## src/rtl/uart_pkg.sv

```systemverilog
// ---------------------------------------------------------------------------
// uart_pkg
// Shared definitions for the UART transmit path: byte width and the
// sequencer state encoding used by uart_tx_fifo.
// ---------------------------------------------------------------------------
package uart_pkg;

  localparam int BYTE_W = 8;

  typedef enum logic [1:0] {
    S_IDLE = 2'd0,
    S_RESP = 2'd1,
    S_DONE = 2'd2
  } seq_state_e;

endpackage

```

## src/rtl/uart_tx_fifo_sync_fifo.sv

```systemverilog
// ---------------------------------------------------------------------------
// sync_fifo
// Single-clock byte FIFO with wrap-bit pointers.
//
// Ports:
//   clk         system clock
//   rst_n       asynchronous active-low reset (pointers and flags only)
//   wr_en_i     push request; dropped when full, which sets overflow_o
//   wr_data_i   byte to enqueue
//   rd_en_i     pop request; ignored when empty
//   rd_data_o   byte at the head (combinational view of the storage)
//   full_o      DEPTH bytes held
//   empty_o     no bytes held
//   level_o     occupancy, wr_ptr - rd_ptr
//   overflow_o  sticky: a push was dropped
// ---------------------------------------------------------------------------
module sync_fifo
  import uart_pkg::*;
#(
  parameter int DEPTH = 16
) (
  input  logic                    clk,
  input  logic                    rst_n,
  input  logic                    wr_en_i,
  input  logic [BYTE_W-1:0]       wr_data_i,
  input  logic                    rd_en_i,
  output logic [BYTE_W-1:0]       rd_data_o,
  output logic                    full_o,
  output logic                    empty_o,
  output logic [$clog2(DEPTH):0]  level_o,
  output logic                    overflow_o
);

  localparam int IW = $clog2(DEPTH);
  localparam int PW = IW + 1;

  logic [BYTE_W-1:0] mem_q [DEPTH];
  logic [PW-1:0]     wr_ptr_q, wr_ptr_d;
  logic [PW-1:0]     rd_ptr_q, rd_ptr_d;
  logic              overflow_q, overflow_d;
  logic [IW-1:0]     wr_idx, rd_idx;
  logic              push, pop;

  assign wr_idx = wr_ptr_q[IW-1:0];
  assign rd_idx = rd_ptr_q[IW-1:0];

  // Equal index bits with differing wrap bits means the writer has lapped
  // the reader exactly once.
  assign empty_o    = (wr_ptr_q == rd_ptr_q);
  assign full_o     = (wr_idx == rd_idx) && (wr_ptr_q[IW] != rd_ptr_q[IW]);
  assign level_o    = wr_ptr_q - rd_ptr_q;
  assign overflow_o = overflow_q;
  assign rd_data_o  = mem_q[rd_idx];

  // full/empty are pre-edge values, so a push while full is dropped even
  // when a pop retires an entry on the same edge.
  assign push = wr_en_i && !full_o;
  assign pop  = rd_en_i && !empty_o;

  always_comb begin
    wr_ptr_d   = wr_ptr_q;
    rd_ptr_d   = rd_ptr_q;
    overflow_d = overflow_q;
    if (push)              wr_ptr_d   = wr_ptr_q + PW'(1);
    if (pop)               rd_ptr_d   = rd_ptr_q + PW'(1);
    if (wr_en_i && full_o) overflow_d = 1'b1;
  end

  always_ff @(posedge clk) begin
    if (push) mem_q[wr_idx] <= wr_data_i;
  end

  always_ff @(posedge clk or negedge rst_n) begin
    if (!rst_n) begin
      wr_ptr_q   <= '0;
      rd_ptr_q   <= '0;
      overflow_q <= 1'b0;
    end else begin
      wr_ptr_q   <= wr_ptr_d;
      rd_ptr_q   <= rd_ptr_d;
      overflow_q <= overflow_d;
    end
  end

endmodule

```

## src/rtl/uart_tx_fifo.sv

```systemverilog
// ---------------------------------------------------------------------------
// uart_tx_fifo
// Byte FIFO plus transmit sequencer in front of uart_tx. Bytes are issued
// one at a time with a one-cycle tx_start pulse; a byte leaves the FIFO only
// once the transmitter acknowledges it by raising tx_busy.
//
// Ports:
//   clk       system clock
//   rst_n     asynchronous active-low reset
//   wr_en     push wr_data this cycle
//   wr_data   byte to enqueue
//   full      FIFO holds DEPTH bytes
//   empty     FIFO holds 0 bytes
//   level     current occupancy
//   overflow  sticky: a push was dropped
//   tx_start  one-cycle start pulse to uart_tx
//   tx_data   byte presented to uart_tx (held until the next issue)
//   tx_busy   busy flag from uart_tx
//
// Build option:
//   UART_TX_FIFO_TIMEOUT_EN  when defined, the sequencer gives up waiting
//                            for tx_busy after RESP_TIMEOUT cycles and
//                            re-issues the same byte; otherwise it waits
//                            indefinitely.
// ---------------------------------------------------------------------------
module uart_tx_fifo
  import uart_pkg::*;
#(
  parameter int DEPTH        = 16,
  parameter int RESP_TIMEOUT = 1024
) (
  input  logic                    clk,
  input  logic                    rst_n,
  input  logic                    wr_en,
  input  logic [BYTE_W-1:0]       wr_data,
  output logic                    full,
  output logic                    empty,
  output logic [$clog2(DEPTH):0]  level,
  output logic                    overflow,
  output logic                    tx_start,
  output logic [BYTE_W-1:0]       tx_data,
  input  logic                    tx_busy
);

  seq_state_e        state_q;
  logic              tx_start_q;
  logic [BYTE_W-1:0] tx_data_q;
  logic [BYTE_W-1:0] head_data;
  logic              pop;

`ifdef UART_TX_FIFO_TIMEOUT_EN
  localparam int CW = $clog2(RESP_TIMEOUT + 1);
  logic [CW-1:0] to_cnt_q;
  logic          to_expire;
  assign to_expire = (to_cnt_q == CW'(RESP_TIMEOUT - 1));
`endif

  // The head entry is retired on the first RESP cycle that sees tx_busy,
  // including the case where tx_busy was already high on entry.
  assign pop = (state_q == S_RESP) && tx_busy;

  sync_fifo #(
    .DEPTH (DEPTH)
  ) u_fifo (
    .clk        (clk),
    .rst_n      (rst_n),
    .wr_en_i    (wr_en),
    .wr_data_i  (wr_data),
    .rd_en_i    (pop),
    .rd_data_o  (head_data),
    .full_o     (full),
    .empty_o    (empty),
    .level_o    (level),
    .overflow_o (overflow)
  );

  always_ff @(posedge clk or negedge rst_n) begin
    if (!rst_n) begin
      state_q    <= S_IDLE;
      tx_start_q <= 1'b0;
      tx_data_q  <= '0;
`ifdef UART_TX_FIFO_TIMEOUT_EN
      to_cnt_q   <= '0;
`endif
    end else begin
      case (state_q)
        S_IDLE: begin
          if (!empty) begin
            tx_start_q <= 1'b1;
            tx_data_q  <= head_data;
            state_q    <= S_RESP;
`ifdef UART_TX_FIFO_TIMEOUT_EN
            to_cnt_q   <= '0;
`endif
          end
        end
        S_RESP: begin
          tx_start_q <= 1'b0;
          if (tx_busy) begin
            state_q <= S_DONE;
          end
`ifdef UART_TX_FIFO_TIMEOUT_EN
          // No acknowledge: go back without popping so the head is re-issued.
          else if (to_expire) begin
            state_q <= S_IDLE;
          end else begin
            to_cnt_q <= to_cnt_q + CW'(1);
          end
`endif
        end
        S_DONE: begin
          if (!tx_busy) state_q <= S_IDLE;
        end
        default: begin
          tx_start_q <= 1'b0;
          state_q    <= S_IDLE;
        end
      endcase
    end
  end

  assign tx_start = tx_start_q;
  assign tx_data  = tx_data_q;

endmodule

```

## config.mk

```make
export PLATFORM = sky130hd
export DESIGN_NAME = uart_tx_fifo
export DESIGN_NICKNAME = d
export VERILOG_FILES = /design/src/rtl/uart_pkg.sv /design/src/rtl/uart_tx_fifo_sync_fifo.sv /design/src/rtl/uart_tx_fifo.sv
export SDC_FILE = /design/constraint.sdc
export NUM_CORES = 1
export LEC_CHECK = 0
export CAP_MARGIN = 20
export CORE_MARGIN = 3
export CORE_UTILIZATION = 45
export DETAILED_ROUTE_END_ITERATION = 12
export SYNTH_ARGS = -nofsm -noshare
export SYNTH_HDL_FRONTEND = slang
export SYNTH_SLANG_ARGS = --single-unit
```

## constraint.sdc

```tcl
create_clock -name clk -period 6.05 [get_ports clk]
set_input_delay 0.605 -clock clk [delete_from_list [all_inputs] [get_ports clk]]
set_output_delay 0.605 -clock clk [all_outputs]
set_load 0.005 [all_outputs]
```

==> flow_metrics.env <==
export IMPL_outcome="complete, no violations"
export IMPL_syn_area_per_cell_sq_um=17.6
export IMPL_syn_inst=350
export IMPL_root_buffer="clkbuf_16"
export IMPL_io_pins=29
export IMPL_final_core_util_pct=54.3
export IMPL_path_cells="buf_4 -> ha_1 -> inv_1 -> fa_1 -> a21o_1 -> a21oi_1 -> xnor2_1 -> clkdlybuf4s50_1"
export IMPL_drt_pass1_iterations=4
export IMPL_wl_um=12600
export IMPL_clk_path_buf_depth=2
export IMPL_rrSetupSlack_ps=3240
export IMPL_r2r_start="u_fifo.rd_ptr_q[3]"
export IMPL_setup_viol=0
export IMPL_path_class="flop to primary output"
export IMPL_ir_drop_v=0.000253
export IMPL_die_width_um=123
export IMPL_netlist_area_sq_mm=0.00616
export IMPL_fin_crit_sh_pct=57.3
export IMPL_die_h_um=123
export IMPL_tightest_slew_ps=854
export IMPL_ys_ff_latch=150
export IMPL_crit_arrival_ps=2860
export IMPL_synth_area_leaders="edfxtp_1, dfrtp_1, mux2i_1"
export IMPL_die_area_sq_mm=0.0151
export IMPL_power_internal_w=0.00255
export IMPL_power_leakage_nw=2.54
export IMPL_holdPathStages=1
export IMPL_cts_made_buffers=17
export IMPL_crit_fanout=27
export IMPL_cts_post_setup_buffers_inserted=0
export IMPL_critPathCaptureType="primary output"
export IMPL_via_count=3137
export IMPL_ff2ff_path_depth=6
export IMPL_synth_async_reset_ratio_pct=14.7
export IMPL_power_w=0.00369
export IMPL_yosysMostFrequentCell="edfxtp_1"
export IMPL_p_sw_w=0.00114
export IMPL_maxCapViolCount=0
export IMPL_drive_above_1_share_pct=15.4
export IMPL_hp_class="flop to flop"
export IMPL_wl_per_cell_um=21.8
export IMPL_dominantRegCellSynth="edfxtp_1"
export IMPL_grt_usage_pct=18.2
export IMPL_clk_pin_slew_worst_paths_ps=60
export IMPL_slew_headroom_pct=43.1
export IMPL_ys_types=48
export IMPL_grt_max_degree=51
export IMPL_setup_tns_ps=0
export IMPL_clock_sinks=150
export IMPL_insertion_delay_ps=430
export IMPL_initial_core_util_pct=46.4
export IMPL_seqPwrFrac_pct=37.8
export IMPL_antenna_found_initial=0
export IMPL_combinationalPowerShare_pct=32.1
export IMPL_hold_path_startpoint="u_fifo.overflow_o"
export IMPL_min_to="u_fifo.overflow_o"
export IMPL_fin_nets=411
export IMPL_slew_viol_final=0
export IMPL_cp_required_ps=5440
export IMPL_drt_iter0_markers=245
export IMPL_grt_pass1_vias=3229
export IMPL_ctsHoldBuffers=0
export IMPL_yosysTopAreaCell="edfxtp_1"
export IMPL_max_freq_ghz=0.288
export IMPL_hpwlAfterDp_um=8150
export IMPL_crit_path_start_kind="flop"
export IMPL_diodes=0
export IMPL_period_needed_ps=3470
export IMPL_via_per_inst=5.43
export IMPL_cts_tree="yes"
export IMPL_max_stage_delay_ps=510
export IMPL_htreeDepth=4
export IMPL_areaGrowthSynthToFinish_pct=17.2
export IMPL_rsz0062_at_grt="no"
export IMPL_reg2reg_to="u_fifo.mem_q[13][5]"
export IMPL_power_density_mw_per_mm2=511
export IMPL_io_buffers=28
export IMPL_grt_overflow=0
export IMPL_gp_congestion=0.733
export IMPL_core_sq_mm=0.0133
export IMPL_sw_frac_of_total_pct=30.9
export IMPL_skew_ps=7.23
export IMPL_clkPwrFrac_pct=30.0
export IMPL_row_count=42
export IMPL_hold_viol=0
export IMPL_drc=0
export IMPL_synth_commonest_cells="edfxtp_1, mux2i_1, dfrtp_1"
export IMPL_yosys_warnings=0
export IMPL_cts_resized=0
export IMPL_yosysTopAreaCellShare_pct=62.4
export IMPL_synth_nets=372
export IMPL_grt_pass1_wl_um=19300
export IMPL_ant_nets=0
export IMPL_synth_edf_count=128
export IMPL_slowest_stage="clkdlybuf4s50_1"
export IMPL_synth_seq_area_share_pct=71.3
export IMPL_holdWs_ps=454
-- cell usage in the layout, fill, tap and decap left out, types with 2 or more instances in the layout --
cell type	synthesis	final
and2_2	4	4
nand4_1	5	5
bufinv_16	0	4
nand2_1	13	13
nand3b_1	2	2
o21ai_1	11	11
clkdlybuf4s50_1	0	28
a21o_1	3	3
clkbuf_16	0	17
clkinvlp_4	0	2
inv_1	13	13
and3_1	4	4
mux4_2	12	12
mux4_1	5	5
a21oi_1	2	2
ha_1	9	9
a2111oi_2	2	2
and2_1	8	8
o22ai_1	14	14
nor4_1	4	4
dfrtp_1	22	21
nor2_1	7	7
xor2_1	3	3
edfxtp_1	128	128
a2111oi_1	5	5
clkinv_4	0	4
buf_4	2	7
inv_6	0	3
xnor2_1	9	9
nand3_1	2	2
mux2i_1	30	30
-- sequential cells by signal, indices dropped and copies added (netlist names) --
name and flops:
state_q 2, tx_data 8, tx_start 1, u_fifo.mem_q 128, u_fifo.overflow_o 1, u_fifo.rd_ptr_q 5, u_fifo.wr_ptr_q 5
-- critical path, delay by kind of cell (launching register included) --
kind | cells | cell delay (ps)
buffers and inverters | 3 | 970
DFF | 1 | 330
adders and majority gates | 2 | 620
xor gates and xnor gates | 1 | 130
AOI/OAI and AO/OA | 2 | 370
-- through the flow --
step	cell area, sq um	setup slack [ps]	cells
after global routing	7220	2360	578
after CTS	7220	2540	578
final	7220	2580	578
after floorplan	6160	3270	350
after global placement	6590	3070	546
after detailed placement	6590	3000	546
-- final cells by class --
cell class | count | area (sq um)
clock buffers | 18 | 429
clock inverters | 14 | 200
fillers | 1062 | 6070
inverters | 14 | 52.6
multi-input cells | 171 | 1590
flip-flops and latches | 150 | 4400
well taps | 176 | 220
repair buffers | 35 | 333
-- per-layer routing --
| layer | global-route usage [%] | part of all wire (%) |
|---|---|---|
| met5 | 0 | 0 |
| met4 | 7.06 | 1.7 |
| met3 | 4.12 | 3.3 |
| met2 | 28.3 | 49 |
| met1 | 25.3 | 46 |
-- power by group through the flow --
stage	Combinational, W	Clock [W]	Sequential [W]
global placement	0.00118	0	0.00141
detailed placement	0.00120	0	0.00142
global route	0.00130	0.00117	0.00142
CTS	0.00120	0.00112	0.00140
finish	0.00119	0.00111	0.00140
floorplan	0.000832	0	0.00137
-- how the worst max path moves through the flow --
| stage | to | start | cells past startpoint |
|---|---|---|---|
| floorplan | u_fifo.mem_q[0][0] | u_fifo.rd_ptr_q[1] | 8 |
| global placement | level[4] | u_fifo.rd_ptr_q[0] | 8 |
| detailed placement | level[4] | u_fifo.rd_ptr_q[0] | 8 |
| CTS | level[4] | u_fifo.rd_ptr_q[0] | 8 |
| global route | level[4] | u_fifo.rd_ptr_q[0] | 8 |
| finish | level[4] | u_fifo.rd_ptr_q[0] | 8 |
-- kinds of logic (layout without fill, tap and decap cells) --
logic type | Yosys count | in the layout | synth area share (%)
DFF | 150 | 150 | 71.3
xor gates and xnor gates | 13 | 13 | 1.97
AOI/OAI and AO/OA | 45 | 45 | 5.26
buffers and inverters | 29 | 81 | 2.86
muxes | 47 | 47 | 11.4
and+or+nand+nor | 56 | 56 | 5.08
adders and majority gates | 10 | 10 | 2.15
Power figures use the tool's default switching activity.
